==> src/rtl/uart_pkg.sv <==
// Shared UART definitions: bit-timing defaults, frame width and FSM state encodings.
// Frame layout and the PARITY state depend on UART_RX_PARITY_EN.
package uart_pkg;

  localparam logic [13:0] TMR_MAX_DEF  = 14'd10416;
  localparam logic [13:0] HALF_MAX_DEF = 14'd5207;
  localparam int          DATA_BITS    = 8;

`ifdef UART_RX_PARITY_EN
  localparam int FRAME_BITS = 11;
`else
  localparam int FRAME_BITS = 10;
`endif

  typedef enum logic [2:0] {
    ST_IDLE  = 3'd0,
    ST_START = 3'd1,
    ST_DATA  = 3'd2,
    ST_STOP  = 3'd3
`ifdef UART_RX_PARITY_EN
    , ST_PARITY = 3'd4
`endif
  } uart_state_e;

endpackage

==> src/rtl/uart_bit_timer.sv <==
// Bit-period counter 0..TMR_MAX; wrap marks a bit boundary, half marks the half-bit point.
module uart_bit_timer
  import uart_pkg::*;
#(
  parameter logic [13:0] TMR_MAX  = TMR_MAX_DEF,
  parameter logic [13:0] HALF_MAX = HALF_MAX_DEF
) (
  input  logic CLK,
  input  logic RST,
  input  logic clr,
  output logic wrap,
  output logic half
);

  logic [13:0] cnt;

  assign wrap = (cnt == TMR_MAX);
  assign half = (cnt == HALF_MAX);

  always_ff @(posedge CLK) begin
    if (RST || clr || wrap) cnt <= '0;
    else                    cnt <= cnt + 14'd1;
  end

endmodule

==> src/rtl/uart_rx_ctrl.sv <==
// UART receiver, 8N1 by default; defining UART_RX_PARITY_EN adds one even-parity bit.
// Start bit is re-centred at half-bit so every later timer wrap lands mid-bit.
module uart_rx_ctrl
  import uart_pkg::*;
#(
  parameter logic [13:0] TMR_MAX  = TMR_MAX_DEF,
  parameter logic [13:0] HALF_MAX = HALF_MAX_DEF,
  parameter logic [3:0]  IDX_MAX  = 4'd8
) (
  input  logic                 CLK,
  input  logic                 RST,
  input  logic                 UART_RX,
  output logic [DATA_BITS-1:0] recv_data,
  output logic                 recv_valid,
  output logic                 busy,
  output logic                 frame_err,
  output logic                 parity_err
);

  uart_state_e          state, state_n;
  logic                 rx_meta, rx_s;
  logic                 tmr_clr, wrap, half;
  logic [3:0]           idx;
  logic [DATA_BITS-1:0] sh;
  logic                 good_n, ferr_n;

  uart_bit_timer #(.TMR_MAX(TMR_MAX), .HALF_MAX(HALF_MAX)) u_tmr (
    .CLK (CLK),
    .RST (RST),
    .clr (tmr_clr),
    .wrap(wrap),
    .half(half)
  );

  always_ff @(posedge CLK) begin
    if (RST) begin
      rx_meta <= 1'b1;
      rx_s    <= 1'b1;
    end else begin
      rx_meta <= UART_RX;
      rx_s    <= rx_meta;
    end
  end

  assign busy = (state != ST_IDLE);

`ifdef UART_RX_PARITY_EN
  logic par_ok, perr_n;

  always_ff @(posedge CLK) begin
    if (RST) begin
      par_ok     <= 1'b1;
      parity_err <= 1'b0;
    end else begin
      // Even parity: data bits plus parity bit must XOR to zero.
      if (state == ST_PARITY && wrap) par_ok <= ~(^{sh, rx_s});
      parity_err <= perr_n;
    end
  end
`else
  assign parity_err = 1'b0;
`endif

  always_comb begin
    state_n = state;
    tmr_clr = 1'b0;
    good_n  = 1'b0;
    ferr_n  = 1'b0;
`ifdef UART_RX_PARITY_EN
    perr_n  = 1'b0;
`endif
    case (state)
      ST_IDLE: begin
        tmr_clr = 1'b1;
        if (!rx_s) state_n = ST_START;
      end
      ST_START: begin
        if (half) begin
          tmr_clr = 1'b1;
          state_n = rx_s ? ST_IDLE : ST_DATA;
        end
      end
      ST_DATA: begin
        if (wrap && idx == IDX_MAX - 4'd1) begin
`ifdef UART_RX_PARITY_EN
          state_n = ST_PARITY;
`else
          state_n = ST_STOP;
`endif
        end
      end
`ifdef UART_RX_PARITY_EN
      ST_PARITY: begin
        if (wrap) state_n = ST_STOP;
      end
`endif
      ST_STOP: begin
        if (wrap) begin
          state_n = ST_IDLE;
          ferr_n  = ~rx_s;
`ifdef UART_RX_PARITY_EN
          perr_n  = ~par_ok;
          good_n  = rx_s & par_ok;
`else
          good_n  = rx_s;
`endif
        end
      end
      default: state_n = ST_IDLE;
    endcase
  end

  always_ff @(posedge CLK) begin
    if (RST) state <= ST_IDLE;
    else     state <= state_n;
  end

  always_ff @(posedge CLK) begin
    if (RST) begin
      idx        <= '0;
      sh         <= '0;
      recv_data  <= '0;
      recv_valid <= 1'b0;
      frame_err  <= 1'b0;
    end else begin
      recv_valid <= good_n;
      frame_err  <= ferr_n;
      if (good_n) recv_data <= sh;
      if (state == ST_IDLE) begin
        idx <= '0;
      end else if (state == ST_DATA && wrap) begin
        sh[idx[2:0]] <= rx_s;
        idx          <= idx + 4'd1;
      end
    end
  end

endmodule

==> config.mk <==
export PLATFORM = sky130hd
export DESIGN_NAME = uart_rx_ctrl
export DESIGN_NICKNAME = d
export VERILOG_FILES = /design/src/rtl/uart_pkg.sv /design/src/rtl/uart_bit_timer.sv /design/src/rtl/uart_rx_ctrl.sv
export SDC_FILE = /design/constraint.sdc
export NUM_CORES = 1
export LEC_CHECK = 0
export ABC_AREA = 1
export CORE_MARGIN = 2
export CORE_UTILIZATION = 45
export DETAILED_ROUTE_END_ITERATION = 10
export HOLD_SLACK_MARGIN = 0.03
export PLACE_DENSITY = 0.72
export SYNTH_ARGS = -nofsm -noshare
export SYNTH_HDL_FRONTEND = slang
export SYNTH_SLANG_ARGS = --single-unit
export TNS_END_PERCENT = 30
==> constraint.sdc <==
create_clock -name CLK -period 1.6 [get_ports CLK]
set_input_delay 0.32 -clock CLK [delete_from_list [all_inputs] [get_ports CLK]]
set_output_delay 0.32 -clock CLK [all_outputs]
set_load 0.02 [all_outputs]
After elaboration in Yosys (flattened, before gate mapping) --
Cells that the tools add are included.
Word-level totals: register bits after elaboration 41, logic and storage cells 51
Cells by class: $add $sub $neg 2, $lt $le $gt $ge 2, equal/unequal tests 10, muxes and demuxes 13, bitwise operators 4, reduce and logical (&&, ||, !) cells 11
Operators by type and width (number):
- $add A14 B1 Y14 const B | 1
- $eq A14 B13 Y1 const B | 1
- $eq A14 B14 Y1 const B | 1
- $mux W3 | 4
- $pmux W3 S4 | 1
- $bwmux W8 | 1
- $eq A3 B2 Y1 const B | 2
- $ne A2 B2 Y1 const B | 3
- $add A4 B1 Y4 const B | 1
- $eq A4 B3 Y1 const B | 1
- $lt A3 B4 Y1 const B | 1
- $mux W1 | 4
- $not A1 Y1 | 4
- $reduce_and A4 Y1 | 1
- $demux W1 S3 | 1
- $eq A3 B1 Y1 const B | 1
- $ge A3 B1 Y1 const B | 1
- $logic_and A1 B1 Y1 | 3
- $logic_not A3 Y1 | 1
- $reduce_bool A3 Y1 | 1
- $reduce_or A3 Y1 | 1
- $logic_or A1 B1 Y1 | 2
- $mux W2 | 1
- $ne A2 B1 Y1 const B | 1
- 3 further kinds | 3

Depth between registers and ports, before layout --
depth in word-level cells 5, depth in mapped cells 12, mapped depth without buffers 12

Modules after synthesis --
A second synthesis with hierarchy kept.
Unflattened totals: cell total of the unflattened synthesis 261, area, all modules 1925.6 um^2
Modules (own cells, without submodules):
- uart_rx_ctrl | instances 1, cells each 148, area an instance 1104.8 um^2, seq. area each 520.5 um^2
- uart_bit_timer | instances 1, cells each 113, area an instance 820.8 um^2, seq. area each 280.3 um^2

Worst setup path before layout --
OpenSTA, ideal clock, no wires.
kind register -> register, from reg u_tmr.cnt[0], to reg u_tmr.cnt[9], data arrival time 1.277 ns, data required time 1.488 ns, path slack 0.211 ns, stages on the path, launching flop included 10, buffers on the path 1, clock period less this slack 1.389 ns, cell sequence dfxtp_1 ha_1 inv_1 nor2_1 nand2_1 nor2_1 nand2_1 o21ai_2 buf_6 nor2_1
On the way: cells in the longest elaborated chain, start to end 5
RTL lines:
- start: declaration | line uart_bit_timer.sv:15 | logic [13:0] cnt;
- start signal: assignment | line uart_bit_timer.sv:22 | else cnt <= cnt + 14'd1;
- branches (longest 5 deep; another with $add A14 B1 Y14)
Parallel ways; which one is timed is not known. A chain may end at the register's enable or synchronous reset.

Final worst setup path --
from reg u_tmr.cnt[1], to reg recv_data[4]
On the way: cells in the longest elaborated chain, start to end 3
RTL lines:
- $eq A14 B14 Y1 | line uart_bit_timer.sv:17 | assign wrap = (cnt == TMR_MAX);
- $mux W1 | line uart_rx_ctrl.sv:98 | if (wrap) begin
- $mux W1 | line uart_rx_ctrl.sv:72 | case (state)
- end signal: assignment | line uart_rx_ctrl.sv:128 | if (good_n) recv_data <= sh;
- end: declaration | line uart_rx_ctrl.sv:13 | output logic [DATA_BITS-1:0] recv_data,
No other way between the ends.

==> reports/qor.txt <==
register bit total from synthesis - 40
grt ovf - 0
Clock Skew - 0.0101 ns
Final Util - 59.2%
Top FF cell, synth - dfxtp_1
# DRC - 0
Yosys Warn Count - 0
clk sinks - 40
min cycle time layout - 1.55 ns
GR Util All Layers - 19.3%
GRT met3 Usage - 3.61%
vias post-DR - 2,039
Initial DRC Count - 161
clock buffer depth - 2
antenna violation net count after detailed routing - 0
row count - 24
initial antenna violation count - 0
hold bufs inserted after CTS - 0
first-pass GRT wire length - 8180 um
status - complete, no violations
1st-pass router iterations - 4
sequential share of the synthesized area - 37.9%
area grow syn2layout - 24.5%
CTS Root Buffer Type - clkbuf_8
WP data required - 1.82 ns
Initial Util - 47.6%
Worst-Skew Late Latency - 0.29 ns
CTS buffer count - 5
Post-synth ARST share - 0%
final-report hold violation count - 0
GR peak layer - met2
Worst Hold Class - reg2reg
final WL - 4760 um
gpl congestion - 0.864
Layout Nets - 355
Hold WS - 0.431 ns
fraction of layout cells with a size suffix above 1 - 18.1%
width of the die - 72.5 um
height of the die - 72.5 um
H-tree levels - 2
Post-Syn Area per Cell - 6.71 sq um
Die Footprint - 5260 sq um
final-report max-slew violation count - 0
DP HPWL - 3090 um
post-synth top area share - 37.9%
fmax - 0.644 GHz
maximum fanout along the worst path - 8
I/O pin count - 15
vias in the first global route - 1,978
hold depth - 1
setup violators final - 0
Antenna Cells - 0
grt met2 use - 33.2%
number of vias per cell - 5.08
crit end category - register
Synth cell types - 31
Synth Instances - 315
Area contributors post-synth - dfxtp_1 (38%), nand2_1 (13%), nor2_1 (11%)
Critical Path AT - 1.78 ns
final worst-path cycle share - 97.1%
WS Path Type - reg2reg
WL per Instance - 11.9 um
RSZ-0062 raised after global routing - yes
Worst-path clk slew - 0.08 ns
PD cells - 1020 nW/um^2
largest area contributor in the netlist - dfxtp_1
Post-synth EDFFs - 0
largest net degree at the start of global routing - 19
I/O Buffers - 13
Fillers - 425
max-cap violations - 0
worst vdd ir - 0.000609 V
syn_nets - 321
FF-to-FF path depth - 11
met1 Use GR - 23.3%
Setup TNS - 0 ns
Cell Area, Synth - 2110 sq um
Finished Layout Cells - 401
Leak Pwr - 1.08 nW
Core ar. - 4440 sq um
placed cells - 386
CTS tree - built
startpoint types - register
[what timing repair did]
action,in CTS,in global routing
buffers inserted,0,6
cloned,0,2
gates resized for setup,2,18
endpoints found under the setup margin,15,35
pin swaps,0,9
hold endpoints to repair,0,0
[final cells by class]
cell class | count | area (sq um) | area share, %
Clock inverter | 2 | 60.1 | 2.28
Clock buffer | 5 | 68.8 | 2.62
Sequential cell | 40 | 806 | 30.6
Inverter | 42 | 158 | 5.99
Timing Repair Buffer | 35 | 338 | 12.8
Tap cell | 52 | 65.1 | 2.47
Multi-Input combinational cell | 225 | 1130 | 43.1
[per-stage QoR]
| step | area (sq um) | setup slack (ns) | total power [mW] |
|---|---|---|---|
| after floorplan | 2110 | 0.211 | 1.47 |
| after global placement | 2340 | -0.0452 | 1.61 |
| after detailed placement | 2340 | -0.0889 | 1.62 |
| after CTS | 2470 | 0.0266 | 2.59 |
| after global routing | 2630 | -0.0297 | 2.83 |
| final | 2630 | 0.0465 | 2.69 |
[cell families (layout without fill, tap and decap cells)]
| kind of cell | Yosys count | after routing | share of synthesized area, % |
|---|---|---|---|
| compound gates | 25 | 25 | 6.22 |
| xor+xnor | 4 | 4 | 1.66 |
| fa+ha+maj | 3 | 3 | 1.78 |
| other cells | 1 | 1 | 0.177 |
| simple gates | 190 | 192 | 40.6 |
| buf+inv | 52 | 84 | 11.7 |
| flops | 40 | 40 | 37.9 |
[final timing paths]
| check | start | to | slack [ns] |
|---|---|---|---|
| worst max-delay path | u_tmr.cnt[1] | recv_data[4] | 0.05 |
| worst min-delay path | rx_meta | rx_s | 0.43 |
| worst max register to register | u_tmr.cnt[1] | recv_data[4] | 0.05 |
| worst min register to register | rx_meta | rx_s | 0.43 |
[critical path, cell delays in order (launching register included)]
cell and delay [ns]:
dfxtp_2 0.34, inv_2 0.07, ha_4 0.15, nand2_2 0.06, nor2_1 0.09, nand2_1 0.09
nor2_4 0.18, buf_12 0.14, nand3_4 0.12, nand2_1 0.11, nand2_1 0.05, nor2_1 0.10
[layer usage]
layer  up-vias  share of wire [%]
li1       1059                  -
met1       911                 44
met2        61                 48
met3         8                5.4
met4         0                1.7
met5         -                  0
[flip-flops by register name (all words and copies together), names as in the netlist]
| signal | cells |
|---|---|
| frame_err | 1 |
| idx | 4 |
| recv_data | 8 |
| recv_valid | 1 |
| rx_meta | 1 |
| rx_s | 1 |
| sh | 8 |
| state | 2 |
| u_tmr.cnt | 14 |
[synthesized netlist by cell type, types with 2 or more instances]
library cell	instances
nand2_1	74
nor2_1	61
dfxtp_1	40
inv_1	38
nand3_1	21
a21oi_1	19
nand4_1	13
nor3_1	5
buf_6	4
nor2_2	4
o21ai_0	4
ha_1	3
inv_2	3
nand2_2	3
or2_2	3
xor2_1	3
buf_4	2
nor2_4	2
[cell usage in the layout (no fill, tap or decap), types with 5 or more instances in the layout]
cell type / n
nand2_1: 71
nor2_1: 60
dfxtp_1: 36
inv_1: 35
nand3_1: 21
a21oi_1: 19
buf_4: 18
nand4_1: 13
clkdlybuf4s50_1: 11
inv_2: 6
nand2_2: 6
nor3_1: 5
clkbuf_8: 5
[power breakdown]
part | internal, mW | switching, mW | total, mW | leakage (nW)
clock | 0.614 | 0.356 | 0.970 | 0.0642
combinational | 0.266 | 0.379 | 0.645 | 0.690
sequential | 1.04 | 0.0347 | 1.07 | 0.325
Power figures use the tool's default switching activity.
